$ cat src/rtl/control_transfer_sequencer_if.sv
// ----------------------------------------------------------------------------
// control_transfer_sequencer_if
//
// Purpose: bundles the decode-stage inputs and the pipeline control outputs
// of the control transfer sequencer.
//
// Signals:
//   dec_valid, dec_call, dec_ret, dec_rti      decode slot contents
//   dec_uses_rsrc, dec_uses_rdst               operand usage of decode slot
//   dec_rsrc_addr, dec_rdst_addr [2:0]         decode register addresses
//   ex_mem_read, ex_rdst_addr [2:0]            load/pop currently in ID/EX
//   int_req                                    external interrupt level
//   stall, bubble, flush                       pipeline hold/kill controls
//   uop_valid, uop_push, uop_pop, word_sel     stack micro-op for ID/EX
//   pc_load, pc_sel                            fetch PC mux control
//   int_ack, busy                              status
//
// Modports:
//   master - pipeline side (drives decode inputs, consumes controls)
//   slave  - sequencer side
//
// Handshake: there is no back-pressure. uop_valid=1 means the micro-op
// fields (uop_push/uop_pop/word_sel) are meaningful in that same cycle and
// must be taken by ID/EX in place of the decoded instruction.
// ----------------------------------------------------------------------------
interface control_transfer_sequencer_if;
    logic       dec_valid;
    logic       dec_call;
    logic       dec_ret;
    logic       dec_rti;
    logic       dec_uses_rsrc;
    logic       dec_uses_rdst;
    logic [2:0] dec_rsrc_addr;
    logic [2:0] dec_rdst_addr;
    logic       ex_mem_read;
    logic [2:0] ex_rdst_addr;
    logic       int_req;

    logic       stall;
    logic       bubble;
    logic       uop_valid;
    logic       uop_push;
    logic       uop_pop;
    logic [1:0] word_sel;
    logic       pc_load;
    logic [1:0] pc_sel;
    logic       flush;
    logic       int_ack;
    logic       busy;

    modport master (
        output dec_valid, dec_call, dec_ret, dec_rti,
        output dec_uses_rsrc, dec_uses_rdst, dec_rsrc_addr, dec_rdst_addr,
        output ex_mem_read, ex_rdst_addr, int_req,
        input  stall, bubble, uop_valid, uop_push, uop_pop, word_sel,
        input  pc_load, pc_sel, flush, int_ack, busy
    );

    modport slave (
        input  dec_valid, dec_call, dec_ret, dec_rti,
        input  dec_uses_rsrc, dec_uses_rdst, dec_rsrc_addr, dec_rdst_addr,
        input  ex_mem_read, ex_rdst_addr, int_req,
        output stall, bubble, uop_valid, uop_push, uop_pop, word_sel,
        output pc_load, pc_sel, flush, int_ack, busy
    );
endinterface

$ cat src/rtl/control_transfer_sequencer.sv
// ----------------------------------------------------------------------------
// control_transfer_sequencer
//
// Purpose: decode-stage sequencer. Expands CALL, RET, RTI and interrupt entry
// into ordered 16-bit stack micro-ops (PC high word, PC low word, flags),
// detects load-use hazards and owns stall/bubble/flush/PC-load controls.
//
// Parameters:
//   MEM_LAT   cycles from a pop leaving decode until its data reaches
//             writeback (1..7)
//
// Ports:
//   clk        clock, rising edge
//   rst_n      asynchronous active-low reset
//   bus        control_transfer_sequencer_if.slave (decode inputs, controls)
//   dbg_state  current FSM state encoding
//
// All control outputs are combinational from the state (plus decode inputs
// while idle) and are forced to 0 while rst_n is low.
// ----------------------------------------------------------------------------
module control_transfer_sequencer #(
    parameter int unsigned MEM_LAT = 2
) (
    input  logic                          clk,
    input  logic                          rst_n,
    control_transfer_sequencer_if.slave   bus,
    output logic [3:0]                    dbg_state
);

    typedef enum logic [3:0] {
        S_IDLE   = 4'd0,
        S_C_HI   = 4'd1,
        S_C_LO   = 4'd2,
        S_R_HI   = 4'd3,
        S_R_LO   = 4'd4,
        S_WAIT   = 4'd5,
        S_LOAD   = 4'd6,
        S_RT_FLG = 4'd7,
        S_I_HI   = 4'd8,
        S_I_LO   = 4'd9,
        S_I_FLG  = 4'd10,
        S_I_VEC  = 4'd11
    } state_t;

    localparam logic [1:0] WS_PC_HI  = 2'b00;
    localparam logic [1:0] WS_PC_LO  = 2'b01;
    localparam logic [1:0] WS_FLAGS  = 2'b10;
    localparam logic [1:0] PS_POPPED = 2'b01;
    localparam logic [1:0] PS_CALL   = 2'b10;
    localparam logic [1:0] PS_VECTOR = 2'b11;
    localparam logic [2:0] WAIT_INIT = 3'(MEM_LAT - 1);

    state_t     state;
    state_t     state_nx;
    logic [2:0] wait_cnt;
    logic       int_prev;
    logic       int_pending;
    logic       int_edge;
    logic       haz;

    logic       o_stall, o_bubble, o_uop_valid, o_uop_push, o_uop_pop;
    logic [1:0] o_word_sel, o_pc_sel;
    logic       o_pc_load, o_flush, o_int_ack;

    assign int_edge = bus.int_req & ~int_prev;

    assign haz = bus.ex_mem_read & bus.dec_valid &
                 ((bus.dec_uses_rsrc & (bus.ex_rdst_addr == bus.dec_rsrc_addr)) |
                  (bus.dec_uses_rdst & (bus.ex_rdst_addr == bus.dec_rdst_addr)));

    always_comb begin
        state_nx    = state;
        o_stall     = 1'b0;
        o_bubble    = 1'b0;
        o_uop_valid = 1'b0;
        o_uop_push  = 1'b0;
        o_uop_pop   = 1'b0;
        o_word_sel  = WS_PC_HI;
        o_pc_load   = 1'b0;
        o_pc_sel    = 2'b00;
        o_flush     = 1'b0;
        o_int_ack   = 1'b0;
        // Reset gates every output, including the hazard path in IDLE.
        if (rst_n) begin
            case (state)
                S_IDLE: begin
                    if (haz) begin
                        o_stall  = 1'b1;
                        o_bubble = 1'b1;
                    end else if (bus.dec_valid & bus.dec_call) begin
                        o_stall  = 1'b1;
                        o_bubble = 1'b1;
                        state_nx = S_C_HI;
                    end else if (bus.dec_valid & bus.dec_ret) begin
                        o_stall  = 1'b1;
                        o_bubble = 1'b1;
                        state_nx = S_R_HI;
                    end else if (bus.dec_valid & bus.dec_rti) begin
                        o_stall  = 1'b1;
                        o_bubble = 1'b1;
                        state_nx = S_RT_FLG;
                    end else if (int_pending) begin
                        o_stall   = 1'b1;
                        o_bubble  = 1'b1;
                        o_int_ack = 1'b1;
                        state_nx  = S_I_HI;
                    end
                end
                S_C_HI: begin
                    {o_uop_valid, o_uop_push, o_stall} = 3'b111;
                    o_word_sel = WS_PC_HI;
                    state_nx   = S_C_LO;
                end
                S_C_LO: begin
                    {o_uop_valid, o_uop_push} = 2'b11;
                    o_word_sel = WS_PC_LO;
                    o_pc_load  = 1'b1;
                    o_pc_sel   = PS_CALL;
                    o_flush    = 1'b1;
                    state_nx   = S_IDLE;
                end
                S_RT_FLG: begin
                    {o_uop_valid, o_uop_pop, o_stall} = 3'b111;
                    o_word_sel = WS_FLAGS;
                    state_nx   = S_R_HI;
                end
                S_R_HI: begin
                    {o_uop_valid, o_uop_pop, o_stall} = 3'b111;
                    o_word_sel = WS_PC_HI;
                    state_nx   = S_R_LO;
                end
                S_R_LO: begin
                    {o_uop_valid, o_uop_pop, o_stall} = 3'b111;
                    o_word_sel = WS_PC_LO;
                    state_nx   = S_WAIT;
                end
                S_WAIT: begin
                    // Holds until the popped PC words have reached writeback.
                    o_stall  = 1'b1;
                    o_bubble = 1'b1;
                    if (wait_cnt == 3'd0) state_nx = S_LOAD;
                end
                S_LOAD: begin
                    o_pc_load = 1'b1;
                    o_pc_sel  = PS_POPPED;
                    o_flush   = 1'b1;
                    state_nx  = S_IDLE;
                end
                S_I_HI: begin
                    {o_uop_valid, o_uop_push, o_stall} = 3'b111;
                    o_word_sel = WS_PC_HI;
                    state_nx   = S_I_LO;
                end
                S_I_LO: begin
                    {o_uop_valid, o_uop_push, o_stall} = 3'b111;
                    o_word_sel = WS_PC_LO;
                    state_nx   = S_I_FLG;
                end
                S_I_FLG: begin
                    {o_uop_valid, o_uop_push, o_stall} = 3'b111;
                    o_word_sel = WS_FLAGS;
                    state_nx   = S_I_VEC;
                end
                S_I_VEC: begin
                    o_pc_load = 1'b1;
                    o_pc_sel  = PS_VECTOR;
                    o_flush   = 1'b1;
                    state_nx  = S_IDLE;
                end
                default: state_nx = S_IDLE;
            endcase
        end
    end

    always_ff @(posedge clk or negedge rst_n) begin
        if (!rst_n) begin
            state       <= S_IDLE;
            wait_cnt    <= 3'd0;
            int_prev    <= 1'b0;
            int_pending <= 1'b0;
        end else begin
            state    <= state_nx;
            int_prev <= bus.int_req;
            // A new edge in the acknowledge cycle keeps the request pending.
            int_pending <= int_edge | (int_pending & ~o_int_ack);
            if (state == S_R_LO) begin
                wait_cnt <= WAIT_INIT;
            end else if ((state == S_WAIT) && (wait_cnt != 3'd0)) begin
                wait_cnt <= wait_cnt - 3'd1;
            end
        end
    end

    assign bus.stall     = o_stall;
    assign bus.bubble    = o_bubble;
    assign bus.uop_valid = o_uop_valid;
    assign bus.uop_push  = o_uop_push;
    assign bus.uop_pop   = o_uop_pop;
    assign bus.word_sel  = o_word_sel;
    assign bus.pc_load   = o_pc_load;
    assign bus.pc_sel    = o_pc_sel;
    assign bus.flush     = o_flush;
    assign bus.int_ack   = o_int_ack;
    assign bus.busy      = rst_n & (state != S_IDLE);
    assign dbg_state     = state;

endmodule

$ cat src/flat_wrapper.sv
// flat-port wrapper written by rule: the top's interface ports become plain ports
module control_transfer_sequencer_flat 
#(
    parameter int unsigned MEM_LAT = 2
)
  (clk, rst_n, dbg_state, bus_dec_valid, bus_dec_call, bus_dec_ret, bus_dec_rti, bus_dec_uses_rsrc, bus_dec_uses_rdst, bus_dec_rsrc_addr, bus_dec_rdst_addr, bus_ex_mem_read, bus_ex_rdst_addr, bus_int_req, bus_stall, bus_bubble, bus_uop_valid, bus_uop_push, bus_uop_pop, bus_word_sel, bus_pc_load, bus_pc_sel, bus_flush, bus_int_ack, bus_busy);
  control_transfer_sequencer_if bus_i ();
  input  logic clk;
  input  logic rst_n;
  output logic [3:0] dbg_state;
  input wire logic [$bits(bus_i.dec_valid)-1:0] bus_dec_valid;
  input wire logic [$bits(bus_i.dec_call)-1:0] bus_dec_call;
  input wire logic [$bits(bus_i.dec_ret)-1:0] bus_dec_ret;
  input wire logic [$bits(bus_i.dec_rti)-1:0] bus_dec_rti;
  input wire logic [$bits(bus_i.dec_uses_rsrc)-1:0] bus_dec_uses_rsrc;
  input wire logic [$bits(bus_i.dec_uses_rdst)-1:0] bus_dec_uses_rdst;
  input wire logic [$bits(bus_i.dec_rsrc_addr)-1:0] bus_dec_rsrc_addr;
  input wire logic [$bits(bus_i.dec_rdst_addr)-1:0] bus_dec_rdst_addr;
  input wire logic [$bits(bus_i.ex_mem_read)-1:0] bus_ex_mem_read;
  input wire logic [$bits(bus_i.ex_rdst_addr)-1:0] bus_ex_rdst_addr;
  input wire logic [$bits(bus_i.int_req)-1:0] bus_int_req;
  output wire logic [$bits(bus_i.stall)-1:0] bus_stall;
  output wire logic [$bits(bus_i.bubble)-1:0] bus_bubble;
  output wire logic [$bits(bus_i.uop_valid)-1:0] bus_uop_valid;
  output wire logic [$bits(bus_i.uop_push)-1:0] bus_uop_push;
  output wire logic [$bits(bus_i.uop_pop)-1:0] bus_uop_pop;
  output wire logic [$bits(bus_i.word_sel)-1:0] bus_word_sel;
  output wire logic [$bits(bus_i.pc_load)-1:0] bus_pc_load;
  output wire logic [$bits(bus_i.pc_sel)-1:0] bus_pc_sel;
  output wire logic [$bits(bus_i.flush)-1:0] bus_flush;
  output wire logic [$bits(bus_i.int_ack)-1:0] bus_int_ack;
  output wire logic [$bits(bus_i.busy)-1:0] bus_busy;
  assign bus_i.dec_valid = bus_dec_valid;
  assign bus_i.dec_call = bus_dec_call;
  assign bus_i.dec_ret = bus_dec_ret;
  assign bus_i.dec_rti = bus_dec_rti;
  assign bus_i.dec_uses_rsrc = bus_dec_uses_rsrc;
  assign bus_i.dec_uses_rdst = bus_dec_uses_rdst;
  assign bus_i.dec_rsrc_addr = bus_dec_rsrc_addr;
  assign bus_i.dec_rdst_addr = bus_dec_rdst_addr;
  assign bus_i.ex_mem_read = bus_ex_mem_read;
  assign bus_i.ex_rdst_addr = bus_ex_rdst_addr;
  assign bus_i.int_req = bus_int_req;
  assign bus_stall = bus_i.stall;
  assign bus_bubble = bus_i.bubble;
  assign bus_uop_valid = bus_i.uop_valid;
  assign bus_uop_push = bus_i.uop_push;
  assign bus_uop_pop = bus_i.uop_pop;
  assign bus_word_sel = bus_i.word_sel;
  assign bus_pc_load = bus_i.pc_load;
  assign bus_pc_sel = bus_i.pc_sel;
  assign bus_flush = bus_i.flush;
  assign bus_int_ack = bus_i.int_ack;
  assign bus_busy = bus_i.busy;
  control_transfer_sequencer #(.MEM_LAT(MEM_LAT)) u_core (.clk(clk), .rst_n(rst_n), .bus(bus_i), .dbg_state(dbg_state));
endmodule
$ cat config.mk
export PLATFORM = sky130hd
export DESIGN_NAME = control_transfer_sequencer_flat
export DESIGN_NICKNAME = d
export VERILOG_FILES = /design/src/rtl/control_transfer_sequencer_if.sv /design/src/rtl/control_transfer_sequencer.sv /design/src/flat_wrapper.sv
export SDC_FILE = /design/constraint.sdc
export NUM_CORES = 1
export LEC_CHECK = 0
export CORE_UTILIZATION = 43
export DETAILED_ROUTE_END_ITERATION = 8
export HOLD_SLACK_MARGIN = 0.08
export PLACE_DENSITY = 0.82
export SLEW_MARGIN = 20
export SYNTH_ARGS = -nofsm -noshare
export SYNTH_HDL_FRONTEND = slang
export SYNTH_SLANG_ARGS = --single-unit
$ cat constraint.sdc
create_clock -name clk -period 2.3 [get_ports clk]
set_input_delay 0.46 -clock clk [delete_from_list [all_inputs] [get_ports clk]]
set_output_delay 0.46 -clock clk [all_outputs]
set_load 0.02 [all_outputs]
# ---- Word level (Yosys, flattened, before mapping)
# Cells that the tools add are included.
dict set report totals {
  register_bits 9
  input_bits 19
  out_inout_bits 17
  wordCells 85
}
dict set report op_classes {
  n_addsub 1
  n_eq_ne 16
  mux 36
  bitwise 14
  n_reduce_logical 14
}
# op n
set ops {}
lappend ops {{$pmux W4 S9} 1}
lappend ops {{$mux W4} 6}
lappend ops {{$mux W1} 21}
lappend ops {{$eq A4 B3 Y1 const B} 4}
lappend ops {{$eq A4 B4 Y1 const B} 4}
lappend ops {{$reduce_or A8 Y1} 2}
lappend ops {{$and A1 B1 Y1} 10}
lappend ops {{$reduce_or A3 Y1} 3}
lappend ops {{$eq A4 B2 Y1 const B} 2}
lappend ops {{$eq A3 B3 Y1} 2}
lappend ops {{$mux W3} 2}
lappend ops {{$pmux W2 S3} 1}
lappend ops {{$ne A5 B1 Y1 const B} 1}
lappend ops {{$reduce_or A5 Y1} 1}
lappend ops {{$eq A4 B1 Y1 const B} 1}
lappend ops {{$logic_not A4 Y1} 1}
lappend ops {{$mux W2} 2}
lappend ops {{$pmux W1 S2} 2}
lappend ops {{$pmux W2 S2} 1}
lappend ops {{$reduce_and A4 Y1} 1}
lappend ops {{$reduce_bool A4 Y1} 1}
lappend ops {{$logic_not A3 Y1} 1}
lappend ops {{$reduce_bool A3 Y1} 1}
lappend ops {{$sub A3 B1 Y3 const B} 1}
lappend ops {{7 further kinds} 9}

# ---- Depth between registers and ports, before layout
dict set report logic_depth {
  ltp_word 10
  mapped_depth 7
}

# ---- Worst setup path after synthesis
# No wires, ideal clock.
dict set report synth_timing {
  kind {register to output}
  startpoint {register u_core.state[0], in the netlist u_core.dbg_state[0]}
  endpoint {output port bus_uop_valid}
  arrival_time_ps 1808
  slack_ps 32
  stages_incl_launch_ff 5
  path_cell_list {dfrtp_1 buf_2 nor3_1 nor4bb_1 or2_2}
}
dict set report synth_via {
  elab_chain_len 4
  elab_cells_between_ends 11
  classes_between {8 x eq/ne; 2 x mux; 1 x reduce/logical}
}
# element line_no
set synth_lines {}
lappend synth_lines {{start, declared} control_transfer_sequencer.sv:53} ;# state_t state;
lappend synth_lines {{start signal, assigned} control_transfer_sequencer.sv:182} ;# state <= state_nx;
lappend synth_lines {{$eq A4 B2 Y1 (tied with other cells)} control_transfer_sequencer.sv:85} ;# case (state)
lappend synth_lines {{$reduce_or A8 Y1 (no line) (*)} --}
lappend synth_lines {{$mux W1 (*)} control_transfer_sequencer.sv:85}
lappend synth_lines {{$mux W1 (*)} control_transfer_sequencer.sv:84} ;# if (rst_n) begin
lappend synth_lines {{end, declared} flat_wrapper.sv:24} ;# output wire logic [$bits(bus_i.uop_valid)-1:0] bus_uop_valid;
# Mark *: on every way between the ends. The rest lies on a longest branch, timed or not.

# ---- Worst setup path in the final report
dict set report layout_timing {
  startpoint {input port bus_dec_rsrc_addr[2]}
  endpoint {output port bus_stall}
}
dict set report layout_via {
  elab_chain_len 7
}
# element line_no
set layout_lines {}
lappend layout_lines {{start, declared} flat_wrapper.sv:17} ;# input wire logic [$bits(bus_i.dec_rsrc_addr)-1:0] bus_dec_rsrc_addr;
lappend layout_lines {{$eq A3 B3 Y1} control_transfer_sequencer.sv:68} ;# ((bus.dec_uses_rsrc & (bus.ex_rdst_addr == bus.dec_rsrc_addr)) |
lappend layout_lines {{$and A1 B1 Y1} control_transfer_sequencer.sv:68}
lappend layout_lines {{$or A1 B1 Y1} control_transfer_sequencer.sv:68}
lappend layout_lines {{$and A1 B1 Y1} control_transfer_sequencer.sv:67} ;# assign haz = bus.ex_mem_read & bus.dec_valid &
lappend layout_lines {{$mux W1} control_transfer_sequencer.sv:87} ;# if (haz) begin
lappend layout_lines {{$pmux W1 S2} control_transfer_sequencer.sv:85}
lappend layout_lines {{$mux W1} control_transfer_sequencer.sv:84}
lappend layout_lines {{end, declared} flat_wrapper.sv:22} ;# output wire logic [$bits(bus_i.stall)-1:0] bus_stall;
# No other way between the ends.

==> parameters.txt <==
Parameter                              Value

Floorplan
  Horizontal extent of the die ... around 48 µm
  Die Outline Area ... between 0.002 and 0.0025 mm²
  Core area ... roughly 0.0020 mm²
  Effective utilization at floorplan ... a little under half
  Vertical die dimension ... approximately 48 µm
  Number of standard-cell rows in the floorplan ... 16
  I/O pin count ... 36

Synthesis
  Post-synth top flop ... sky130_fd_sc_hd__dfrtp_1
  Synth Area in Simple Gates ... between 20% and 30%
  Library cell with the highest instance count after synthesis ... sky130_fd_sc_hd__dfrtp_1
  Post-synth EDFFs ... 0
  XOR/XNOR Fraction of Synth Area ... under 10%
  Fraction of the yosys area taken by sequential cells ... 24.6%
  Ranking of synthesized cells by area ... sky130_fd_sc_hd__dfrtp_1 25%, sky130_fd_sc_hd__xnor2_1 6.7%, sky130_fd_sc_hd__o22ai_1 4.1%, sky130_fd_sc_hd__inv_1 3.3%, sky130_fd_sc_hd__nand2_1 3.3%
  Register bit count reported by yosys ... 9
  Synthesis warning total ... 0
  Portion of synthesized cell area occupied by the leading cell type ... roughly a quarter
  Asr flop ratio synth ... 100%
  Post-Synth Adder-Cell Area ... approximately 2.7%
  Number of standard cells after synthesis ... roughly 110
  Net count after synthesis ... around 130
  Area of the mapped netlist ... 915 µm²
  Multiplexer area fraction after synthesis ... 0%
  Synthesized area divided by synthesized cell count ... 8.17 µm²
  Leading post-synthesis cells by instance count ... 9 x sky130_fd_sc_hd__dfrtp_1, 8 x sky130_fd_sc_hd__inv_1, 8 x sky130_fd_sc_hd__nand2_1
  Synth area leader ... sky130_fd_sc_hd__dfrtp_1
  Main combinational cell family by area after synthesis ... simple AND/OR/NAND/NOR gates
  Synth Area in Compound Gates ... 27.8%
  Distinct cell type count after synthesis ... 44

Setup path
  Required time worst endpoint ... approximately 1800 ps
  Worst reg2reg endpoint ... u_core.dbg_state[1]
  Type of destination of the critical path ... output port
  Reg-to-reg slack, setup ... between 300 and 400 ps
  Max incr delay on CP ... 470 ps
  Worst path arrival time ... 1790 ps
  Critical path class ... in -> out
  Critical path cell sequence ... clkdlybuf4s50_1 -> xnor2_1 -> nand4_1 -> a21oi_2 -> buf_4 -> o31a_1 -> buf_4
  Max FO, Critical Path ... 2
  Cell with the most instances on the worst path ... sky130_fd_sc_hd__buf_4
  R2r worst-path depth ... 7
  Cell with the largest stage delay on the worst path ... sky130_fd_sc_hd__clkdlybuf4s50_1
  Reg-to-reg startpoint ... u_core.dbg_state[3]
  Element type at the critical path start ... primary input

Layout
  Layout-stage area growth over the synthesis result ... 69.9%
  Total of fill cells in the finished design ... around 150
  Post-route non-filler standard cell count ... slightly above 200
  Net count of the finished layout ... 198
  FF+latch area ... about 230 µm²
  Count of inserted antenna diode cells ... 0
  Area of combinational cells with multiple inputs ... about 660 µm²
  Layout cell share with drive strength beyond 1 ... 34.7%

Pwr
  Max IR drop VDD ... 710 µV
  Share of total power in the clock network ... a little under 7%
  Switching share of total power ... between 40% and 50%
  Static power due to leakage ... 0.781 nW
  Total power divided by cell area ... approximately 1100 mW/mm²
  Internal power of the cells ... 946 µW
  Power share of the sequential group ... 16.1%
  Switching power total ... between 800 and 900 µW
  Combinational share of power ... between 70 and 80%

GRT
  Overflow left after global routing ... 0
  Pin count of the biggest net entering global routing ... 15
  Global-route wire length before repair ... 4220 µm
  Initial antenna violation count ... 0
  Overall routing resource usage ... about a quarter
  Vias in the first global route ... 1031

Outcome
  Result of the run ... finished, final reports clean

Route
  Wire length reported by the detailed router ... 2890 µm
  Post-route DRC violation count ... 0
  Routed via count ... about 1100
  Number of violations reported at the end of detailed-routing iteration 0 ... 26
  Detail Route met2 WL ... roughly 1600 µm
  1st-pass router iterations ... 4
  Uppermost routed layer ... met4
  Post-route antenna net violation count ... 0
  Wire length on met1 ... roughly 1100 µm
  Vias per inst ... ~5.5
  Routed met3 length ... between 150 and 200 µm
  Average wire per standard cell ... roughly 14 µm

Timing
  Slew at the pin closest to its max-slew limit ... 353 ps
  Max Clk Rate ... about 0.44 GHz
  Number of hold violations in the final report ... 0
  Shortest period the worst path allows ... between 2000 and 2500 ps
  Worst relative slew slack ... 76.1%
  Slack of the critical path ... slightly above 50 ps
  Setup-failing EPs final ... 0
  Period utilization ... between 90% and 100%
  Worst clock skew ... roughly 0.95 ps
  Post-Route Hold Slack ... around 360 ps
  Number of pins exceeding their max-slew limit in the final report ... 0

CTS
  H-Tree Depth ... 1
  Clock latency on the worst-skew pair ... 260 ps
  Clock tree sinks ... 9
  Clock Root Buffer ... sky130_fd_sc_hd__clkbuf_4
  Quantity of hold-fixing buffers added after cts ... 0
  Clock buffers created by TritonCTS ... 3
  Reg clk slew, reported paths ... 60 ps
  Number of buffers on the longest clock path ... 2
  Clock tree from TritonCTS ... built

Placement
  RePlAce Congestion ... approximately 0.85
  Port buffer count ... 35
  Cell count after placement ... 195
  Worst setup slack after placement ... -500 ps
  Detailed placement HPWL ... about 2200 µm

Flow run
  Max cap viols ... 0

Min path
  Worst min-delay path category ... in -> async
[worst max path at each step]
stage	from	end	slack [ps]
final	bus_dec_rsrc_addr[2]	bus_stall	50
after global routing	bus_dec_rsrc_addr[2]	bus_bubble	-10
after CTS	bus_dec_rdst_addr[1]	bus_int_ack	-40
after detailed placement	bus_ex_rdst_addr[1]	bus_stall	-500
after global placement	bus_dec_ret	bus_int_ack	-470
after floorplan	u_core.dbg_state[0]	bus_uop_valid	30
[layout make-up]
type	count	share of cell area, %
multi-input combinational	87	42.8
timing repair buffer	68	37.0
tap	27	2.17
inverter	8	1.93
clock buffer	4	1.69
sequential	9	14.5
[flip-flops by register name (all words and copies together), names as in the netlist]
signal / cells
u_core.dbg_state: 4
u_core.wait_cnt: 3
u_core.int_pending: 1
u_core.int_prev: 1
[worst max-delay path, delay by kind of cell]
kind | cells | cell delay, ps
AO/OA/AOI/OAI | 2 | 320
XOR/XNOR | 1 | 110
buffers and inverters | 3 | 750
AND/OR/NAND/NOR | 1 | 140
[routing by layer]
layer	vias to the layer above	track usage, %
met5	-	0
met4	0	8.89
met3	6	6.67
li1	541	-
met2	47	51.6
met1	529	27.7
[stage by stage]
step	power (mW)	util, %	area, µm²	setup TNS [ps]
2_1_floorplan	1.06	-	915	0
4_1_cts	1.75	77.3	1530	-82.7
3_3_place_gp	1.55	73.9	1460	-3050
6_report	1.77	78.4	1550	0
5_1_grt	1.91	78.4	1550	-27.5
3_5_place_dp	1.60	73.9	1460	-3360
[power groups by stage]
stage	combinational [mW]	clock (mW)	sequential, mW
2_1_floorplan	0.756	0	0.306
3_3_place_gp	1.28	0	0.277
3_5_place_dp	1.32	0	0.285
4_1_cts	1.34	0.126	0.283
5_1_grt	1.48	0.134	0.293
6_report	1.37	0.123	0.285
[cells by family after synthesis]
logic type / after synthesis
AND/OR/NAND/NOR: 43
AO/OA/AOI/OAI: 35
buffers and inverters: 16
flip-flops: 9
XOR/XNOR: 7
adder cells (fa/ha/maj): 2
[layout by cell type, fill, tap and decap left out, drive strengths merged, types with 3 or more instances in the layout]
| cell | count |
|---|---|
| clkbuf | 10 |
| a21oi | 6 |
| clkdlybuf4s50 | 9 |
| xnor2 | 7 |
| buf | 36 |
| dfrtp | 9 |
| nand3 | 3 |
| nand2 | 8 |
| nand4 | 4 |
| dlygate4sd2 | 10 |
| inv | 8 |
| nor2 | 6 |
| and3 | 3 |
| nor3 | 3 |
| o21ai | 3 |
| a211oi | 5 |
| o22ai | 6 |
| and2 | 3 |
| dlymetal6s2s | 7 |
[what timing repair did]
| item | 4_1_cts | 5_1_grt |
|---|---|---|
| setup endpoints to repair | 13 | 10 |
| setup buffers | 2 | 2 |
| pin swaps | 7 | 8 |
| resized for setup | 40 | 22 |
Power figures use the tool's default switching activity.
